## config.mk

```make
export PLATFORM = sky130hd
export DESIGN_NAME = ph2_sync_sink
export DESIGN_NICKNAME = d
export VERILOG_FILES = /design/src/rtl/ph2_sync_sink_pkg.sv /design/src/rtl/ph2_sync_sink_sync_ff.sv /design/src/rtl/ph2_sync_sink.sv
export SDC_FILE = /design/constraint.sdc
export NUM_CORES = 1
export LEC_CHECK = 0
export CAP_MARGIN = 20
export CORE_MARGIN = 2
export CORE_UTILIZATION = 44
export CTS_BUF_LIST = sky130_fd_sc_hd__clkbuf_16
export CTS_CLUSTER_SIZE = 24
export DETAILED_ROUTE_END_ITERATION = 12
export GPL_TIMING_DRIVEN = 0
export PLACE_DENSITY = 0.76
export SLEW_MARGIN = 20
export SYNTH_ARGS = -nofsm -noshare
export SYNTH_HDL_FRONTEND = slang
export SYNTH_SLANG_ARGS = --single-unit
```

## constraint.sdc

```tcl
create_clock -name clk -period 6.3 [get_ports clk]
set_clock_uncertainty 0.1 [all_clocks]
set_input_delay 0.63 -clock clk [delete_from_list [all_inputs] [get_ports clk]]
set_output_delay 0.63 -clock clk [all_outputs]
set_load 0.01 [all_outputs]
```

## src/rtl/ph2_sync_sink_pkg.sv

```systemverilog
// Shared control definitions for the 2-phase async-to-sync receive sink.
// Holds the default geometry and the capture FSM state encoding.
package ph2_sync_sink_pkg;

  localparam int unsigned DEFAULT_DATA_W      = 32;
  localparam int unsigned DEFAULT_DEPTH       = 4;
  localparam int unsigned DEFAULT_SYNC_STAGES = 2;

  // WAIT: idle or capturing; STALL: request seen while the FIFO was full
  typedef enum logic {
    WAIT  = 1'b0,
    STALL = 1'b1
  } sinkState_e;

endpackage

```

## src/rtl/ph2_sync_sink_sync_ff.sv

```systemverilog
// sync_ff: multi-flop synchronizer for a single-bit signal crossing into clk.
// Ports:
//   clk - destination clock
//   rst - synchronous active-high reset, clears every stage
//   d   - asynchronous input bit
//   q   - synchronized output (last stage)
module sync_ff #(
  parameter int unsigned STAGES = 2
) (
  input  logic clk,
  input  logic rst,
  input  logic d,
  output logic q
);

  logic [STAGES-1:0] chain;

  // Shift the asynchronous bit through the flop chain
  always_ff @(posedge clk) begin
    if (rst) begin
      chain <= '0;
    end else begin
      chain <= {chain[STAGES-2:0], d};
    end
  end

  assign q = chain[STAGES-1];

endmodule

```

## src/rtl/ph2_sync_sink.sv

```systemverilog
// ph2_sync_sink: receives words from a 2-phase bundled-data asynchronous
// pipeline, buffers them in a small FIFO and hands them to a synchronous
// valid/ready consumer.
// Ports:
//   clk, rst   - clock and synchronous active-high reset
//   inR        - 2-phase request (one toggle per word), synchronized only
//   inData     - bundled data, stable from inR toggle until outA toggle
//   outA       - 2-phase acknowledge back to the sender
//   out_valid  - FIFO head is valid
//   out_data   - FIFO head word
//   out_ready  - consumer accepts the head word
//   count      - FIFO occupancy
module ph2_sync_sink
  import ph2_sync_sink_pkg::*;
#(
  parameter int unsigned DATA_W      = DEFAULT_DATA_W,
  parameter int unsigned DEPTH       = DEFAULT_DEPTH,
  parameter int unsigned SYNC_STAGES = DEFAULT_SYNC_STAGES
) (
  input  logic                     clk,
  input  logic                     rst,
  input  logic                     inR,
  input  logic [DATA_W-1:0]        inData,
  output logic                     outA,
  output logic                     out_valid,
  output logic [DATA_W-1:0]        out_data,
  input  logic                     out_ready,
  output logic [$clog2(DEPTH):0]   count
);

  localparam int unsigned AW = $clog2(DEPTH);
  localparam int unsigned PW = AW + 1;

  sinkState_e        state;
  sinkState_e        stateNext;
  logic              reqS;
  logic              pending;
  logic              push;
  logic              pop;
  logic              full;
  logic              canAccept;
  logic [PW-1:0]     wrPtr;
  logic [PW-1:0]     rdPtr;
  logic [PW-1:0]     countNext;
  logic [DATA_W-1:0] mem [DEPTH];

  // Request crossing: inR is only ever observed through the synchronizer
  sync_ff #(
    .STAGES (SYNC_STAGES)
  ) u_reqSync (
    .clk (clk),
    .rst (rst),
    .d   (inR),
    .q   (reqS)
  );

  // A request is outstanding while the acknowledge phase lags the request
  assign pending = reqS != outA;

  // Extra pointer bit: same index with opposite wrap bit means full
  assign full = (wrPtr[AW] != rdPtr[AW]) && (wrPtr[AW-1:0] == rdPtr[AW-1:0]);

  assign pop = out_valid && out_ready;

  // A pop in the same cycle frees the slot the capture will use
  assign canAccept = !full || pop;

  assign countNext = count + PW'(push) - PW'(pop);

  // Capture FSM: next state and capture strobe
  always_comb begin
    stateNext = state;
    push      = 1'b0;
    case (state)
      WAIT: begin
        if (pending) begin
          if (canAccept) begin
            push = 1'b1;
          end else begin
            stateNext = STALL;
          end
        end
      end
      STALL: begin
        if (!pending) begin
          stateNext = WAIT;
        end else if (canAccept) begin
          push      = 1'b1;
          stateNext = WAIT;
        end
      end
      default: stateNext = WAIT;
    endcase
  end

  // Control state: FSM, acknowledge phase, pointers and occupancy
  always_ff @(posedge clk) begin
    if (rst) begin
      state     <= WAIT;
      outA      <= 1'b0;
      wrPtr     <= '0;
      rdPtr     <= '0;
      count     <= '0;
      out_valid <= 1'b0;
    end else begin
      state     <= stateNext;
      count     <= countNext;
      out_valid <= countNext != '0;
      if (push) begin
        outA  <= ~outA;
        wrPtr <= wrPtr + PW'(1);
      end
      if (pop) begin
        rdPtr <= rdPtr + PW'(1);
      end
    end
  end

  // Storage has no reset; contents are only visible through valid entries
  always_ff @(posedge clk) begin
    if (push) begin
      mem[wrPtr[AW-1:0]] <= inData;
    end
  end

  assign out_data = mem[rdPtr[AW-1:0]];

endmodule

```

* Word-level counts from Yosys, hierarchy flattened
Memory sizes are Yosys's and may differ from the RTL's. A register that Yosys moved wholly into a read port is not among the register bits. Index checks and enable logic that the tools add are counted.
Operators by class: add/subtract/negate cells 4, equal/unequal tests 3, muxes and demuxes 6, bitwise logic cells 1, reduce and logical (&&, ||, !) cells 5
Operators with widths (count):
- adder 3 x 1 -> 3 bit, second input constant | 2
- two-way mux 1 bit | 4
- two-way mux 2 bit | 2
- adder 3 x 1 -> 3 bit | 1
- nonzero test 3 bit | 1
- subtractor 3 x 1 -> 3 bit | 1
- == test 2 bit | 1
- logical AND 1 bit | 2
- != test 1 bit | 2
- logical NOT 1 bit | 1
- logical OR 1 bit | 1
- inverter 1 bit | 1
Word-level totals: register bits after elaboration 13, memory bits (writable) 128, input bits 36, logic and storage cells 26, memories 1
Memories:
- mem | depth 4, width 32, rd ports 1, clocked after Yosys merged registers in 1, wr ports 1, RTL line ph2_sync_sink.sv:45 | logic [DATA_W-1:0] mem [DEPTH];

* Logic depth before layout (Yosys ltp)
Gate-level depths: netlist of run 1.
word-level depth 9, gate-level depth with buffers 9, mapped depth without buffers 9

* Modules after synthesis
Synthesis of run 1 repeated with hierarchy kept, for this count alone.
Second synthesis, totals: cell total of the unflattened synthesis 237, area, all modules 5298.8 um^2
Modules (own cells, without submodules):
- ph2_sync_sink | times used 1, cells each 233, area each 5246.3 um^2
- sync_ff | times used 1, cells each 4, area each 52.6 um^2

* Worst setup path after synthesis of run 1
No wires, ideal clock.
kind input -> register, start input port out_ready, end register out_valid, library setup time 132 ps, arrival 2176 ps, slack 3892 ps, cell stages on the path 9, buffers on the path 0, cell sequence nand2_1 a41oi_4 inv_1 ha_1 inv_1 ha_1 fa_1 xnor2_1 a21oi_1
Between the ends: cells in the longest elaborated chain, start to end 7
Ends and longest elaborated chain:
- start: declaration | RTL line ph2_sync_sink.sv:27 | input logic out_ready,
- logical AND 1 bit (*) | RTL line ph2_sync_sink.sv:63 | assign pop = out_valid && out_ready;
- logical OR 1 bit | RTL line ph2_sync_sink.sv:66 | assign canAccept = !full || pop;
- two-way mux 1 bit | RTL line ph2_sync_sink.sv:77, ph2_sync_sink.sv:87
- two-way mux 1 bit | RTL line ph2_sync_sink.sv:76, ph2_sync_sink.sv:85
- adder 3 x 1 -> 3 bit | RTL line ph2_sync_sink.sv:68 | assign countNext = count + PW'(push) - PW'(pop);
- subtractor 3 x 1 -> 3 bit (*) | RTL line ph2_sync_sink.sv:68
- nonzero test 3 bit (*) | RTL line ph2_sync_sink.sv:108 | out_valid <= countNext != '0;
- end signal: assignment | RTL line ph2_sync_sink.sv:104 | out_valid <= 1'b0;
- end signal: assignment | RTL line ph2_sync_sink.sv:108
- end: declaration | RTL line ph2_sync_sink.sv:25 | output logic out_valid,
Mark *: on every way between the ends. The rest lies on a longest branch, timed or not. A chain may end at the register's enable or synchronous reset.

==> reports/metrics.csv, run 1 <==
metric,value,unit
initial_utilization,0.445,
clk_latency,0.41,ns
maxCapViolCount,0,
cts_made_buffers,17,
syn-num-nets,281,
worstPathCellList,"buf_1, mux4_2, clkdlybuf4s50_1",
route.detailed.drc,0,
reg2reg_depth,9,
fp.dieH,114,um
hold_buffers,0,
postCtsSetupRepairBufs,0,
final_common_cell,edfxtp_1,
rows,40,
dieArea,13000,um^2
syn_inst,237,
die_w,114,um
crit_buf_inv,2,
vdd_drop_max,282,uV
worstReg2RegStart,wrPtr[0],
min_to,u_reqSync.chain[1],
clockBufferDepth,2,
crit_type,reg2out,
synth.distinct_cells,24,
placed_area,6210,um^2
critical_path_arrival,2.31,ns
netlist_area,5310,um^2
antenna_found_initial,0,
cts_tree,yes,
syn_area_per_cell,22.4,um^2
cp_slowest_cell,buf_1,
r2r-end,out_valid,
vias_per_cell,5.11,
routedWlPerCell,18.0,um
relSlewSlack,0.409,
post_cts_resized,0,
vias,2492,
initialDrtViolationCount,129,
routed_wl,8800,um
fillers,931,
clock-sinks,143,
io_pins,73,
drtAntennaViolNets,0,
worst-slew-pin-transition,0.887,ns
outcome,"complete, no violations",
synth_warnings,0,
ys_ff_latch,143,
min_from,u_reqSync.chain[0],
power.leakage,2.21,nW
final_cell_mix,"edfxtp_1, clkdlybuf4s50_1, mux4_2",
regToRegSetupSlack,3.82,ns
final_cell_area,6770,um^2
grt-ovfl-total,0,
p_total,0.00241,W
synth_seq_area_share,0.781,
slew_violations,0,
clock.fmax,329,MHz
cp_top_family,buffers and inverters,
rsz0062_at_grt,false,
clk_pin_slew,0.06,ns
htreeDepth,4,
min_period_over_period,0.483,
nets,372,
critical_path.max_stage_delay,0.56,ns
grt_pass1_vias,2692,
grt_max_degree,34,
area_growth_syn_to_layout,27.5,%
grt_first_pass_wirelength,14100,um
final_hold_viol_count,0,
grtUsageTotal,0.151,
core,11900,um^2
diodes,0,
gp_congestion,0.735,
drt-pass1-iter-count,5,
path_max_fanout,10,
cellPowerDensity,356,nW/um^2
holdPathStages,1,
final.setup.tns,0,ns
drive_gt1_frac,0.205,
required,5.57,ns
startpoint_type,register,
end_kind,output port,
final-setup-viol-count,0,
port_buffers,72,
dp_hpwl,5220,um
period_needed,3.04,ns
hp-class,reg2reg,
root_buffer,clkbuf_16,
report_power, final:
part	internal (W)	switching, W	total [W]
clock network	0.000571	0.000356	0.000927
registers	0.00107	0.0000166	0.00108
logic	0.000229	0.000166	0.000395
total	0.00187	0.000538	0.00241
area by class of cell:
| cell class | instances | area [um^2] | area share |
|---|---|---|---|
| Sequential cell | 143 | 4140 | 0.613 |
| Multi-Input combinational cell | 79 | 1100 | 0.162 |
| Tap cell | 147 | 184 | 0.0272 |
| Clock inverter | 15 | 130 | 0.0192 |
| Timing Repair Buffer | 72 | 721 | 0.107 |
| Clock buffer | 17 | 425 | 0.0629 |
| Inverter | 7 | 26.3 | 0.00388 |
| Buffer | 8 | 37.5 | 0.00555 |
sequential cells by signal, indices dropped and copies added, names as in the netlist, named ones only:
signal and flops:
mem 128, rdPtr 3, outA 1, count 3, out_valid 1, wrPtr 3
u_reqSync.chain 2
Yosys cell counts:
| cell type | instances | area [um^2] |
|---|---|---|
| a21oi_1 | 2 | 10.0 |
| a41oi_4 | 1 | 27.5 |
| and2_2 | 3 | 22.5 |
| and2_4 | 1 | 8.76 |
| buf_1 | 3 | 11.3 |
| buf_2 | 3 | 15.0 |
| buf_4 | 1 | 7.51 |
| clkbuf_1 | 1 | 3.75 |
| dfxtp_1 | 15 | 300 |
| edfxtp_1 | 128 | 3840 |
| fa_1 | 1 | 20.0 |
| ha_1 | 7 | 87.6 |
| inv_1 | 7 | 26.3 |
| mux2i_1 | 2 | 20.0 |
| mux4_2 | 32 | 721 |
| nand2_1 | 3 | 11.3 |
| nand2b_1 | 1 | 6.26 |
| nand3_1 | 2 | 10.0 |
| nand4_1 | 1 | 6.26 |
| nor2_1 | 9 | 33.8 |
| nor2b_1 | 4 | 25.0 |
| o21ai_2 | 1 | 8.76 |
| xnor2_1 | 6 | 52.6 |
| xor2_1 | 3 | 26.3 |
worst max path at each step:
stage	cells after the start	slack [ns]	endpoint	startpoint
2_1_floorplan	9	3.89	out_valid	out_ready
3_3_place_gp	10	3.24	out_valid	out_ready
3_5_place_dp	10	3.16	out_valid	out_ready
4_1_cts	4	3.19	out_data[11]	register
5_1_grt	4	3.10	out_data[11]	register
6_report	3	3.26	out_data[6]	register
per-stage QoR:
step / std cells / setup WS (ns) / hold WS, ns / utilization
floorplan: 237 / 3.89 / 0.314 / -
CTS: 488 / 3.19 / 0.356 / 0.568
global route: 488 / 3.10 / 0.355 / 0.568
finish: 488 / 3.26 / 0.346 / 0.568
detailed placement: 456 / 3.16 / 0.343 / 0.521
global placement: 456 / 3.24 / 0.322 / 0.521
per-layer routing:
metal	wire (um)	vias to the layer above	GRT usage
li1	-	1136	-
met1	3660	1274	0.184
met2	4530	67	0.245
met3	467	15	0.0547
met4	147	0	0.0683
met5	0	-	0
kinds of logic after synthesis:
family,synth area share
AOI/OAI and AO/OA,0.00873
xor gates and xnor gates,0.0149
adders and majority gates,0.0203
buffers and inverters,0.0120
DFF,0.781
muxes,0.140
and+or+nand+nor,0.0233
(Power assumes the default switching activity.)
==> inputs of run 2 (changes only) <==
clock period = 3 ns   (was 6.3 ns; I/O delays follow)
==> results of run 2 <==
Same layout as run 1 (identical final DEF). Status: complete, no violations.
Main changes from that run: setup slack after placement 3.16 ns -> 0.190 ns; setup slack after layout 3.26 ns -> 0.287 ns; register-to-register setup slack 3.82 ns -> 0.52 ns; total power 0.00241 W -> 0.00505 W; worst IR drop on VDD 282 uV -> 592 uV
==> inputs of run 3 (changes only) <==
HOLD_SLACK_MARGIN = 0.08   (was default)
==> results of run 3 <==
Same layout as run 1 (identical final DEF). Status: complete, no violations.
Main changes from that run: setup slack after placement 3.16 ns -> 0.190 ns; setup slack after layout 3.26 ns -> 0.287 ns; register-to-register setup slack 3.82 ns -> 0.52 ns; total power 0.00241 W -> 0.00505 W; worst IR drop on VDD 282 uV -> 592 uV
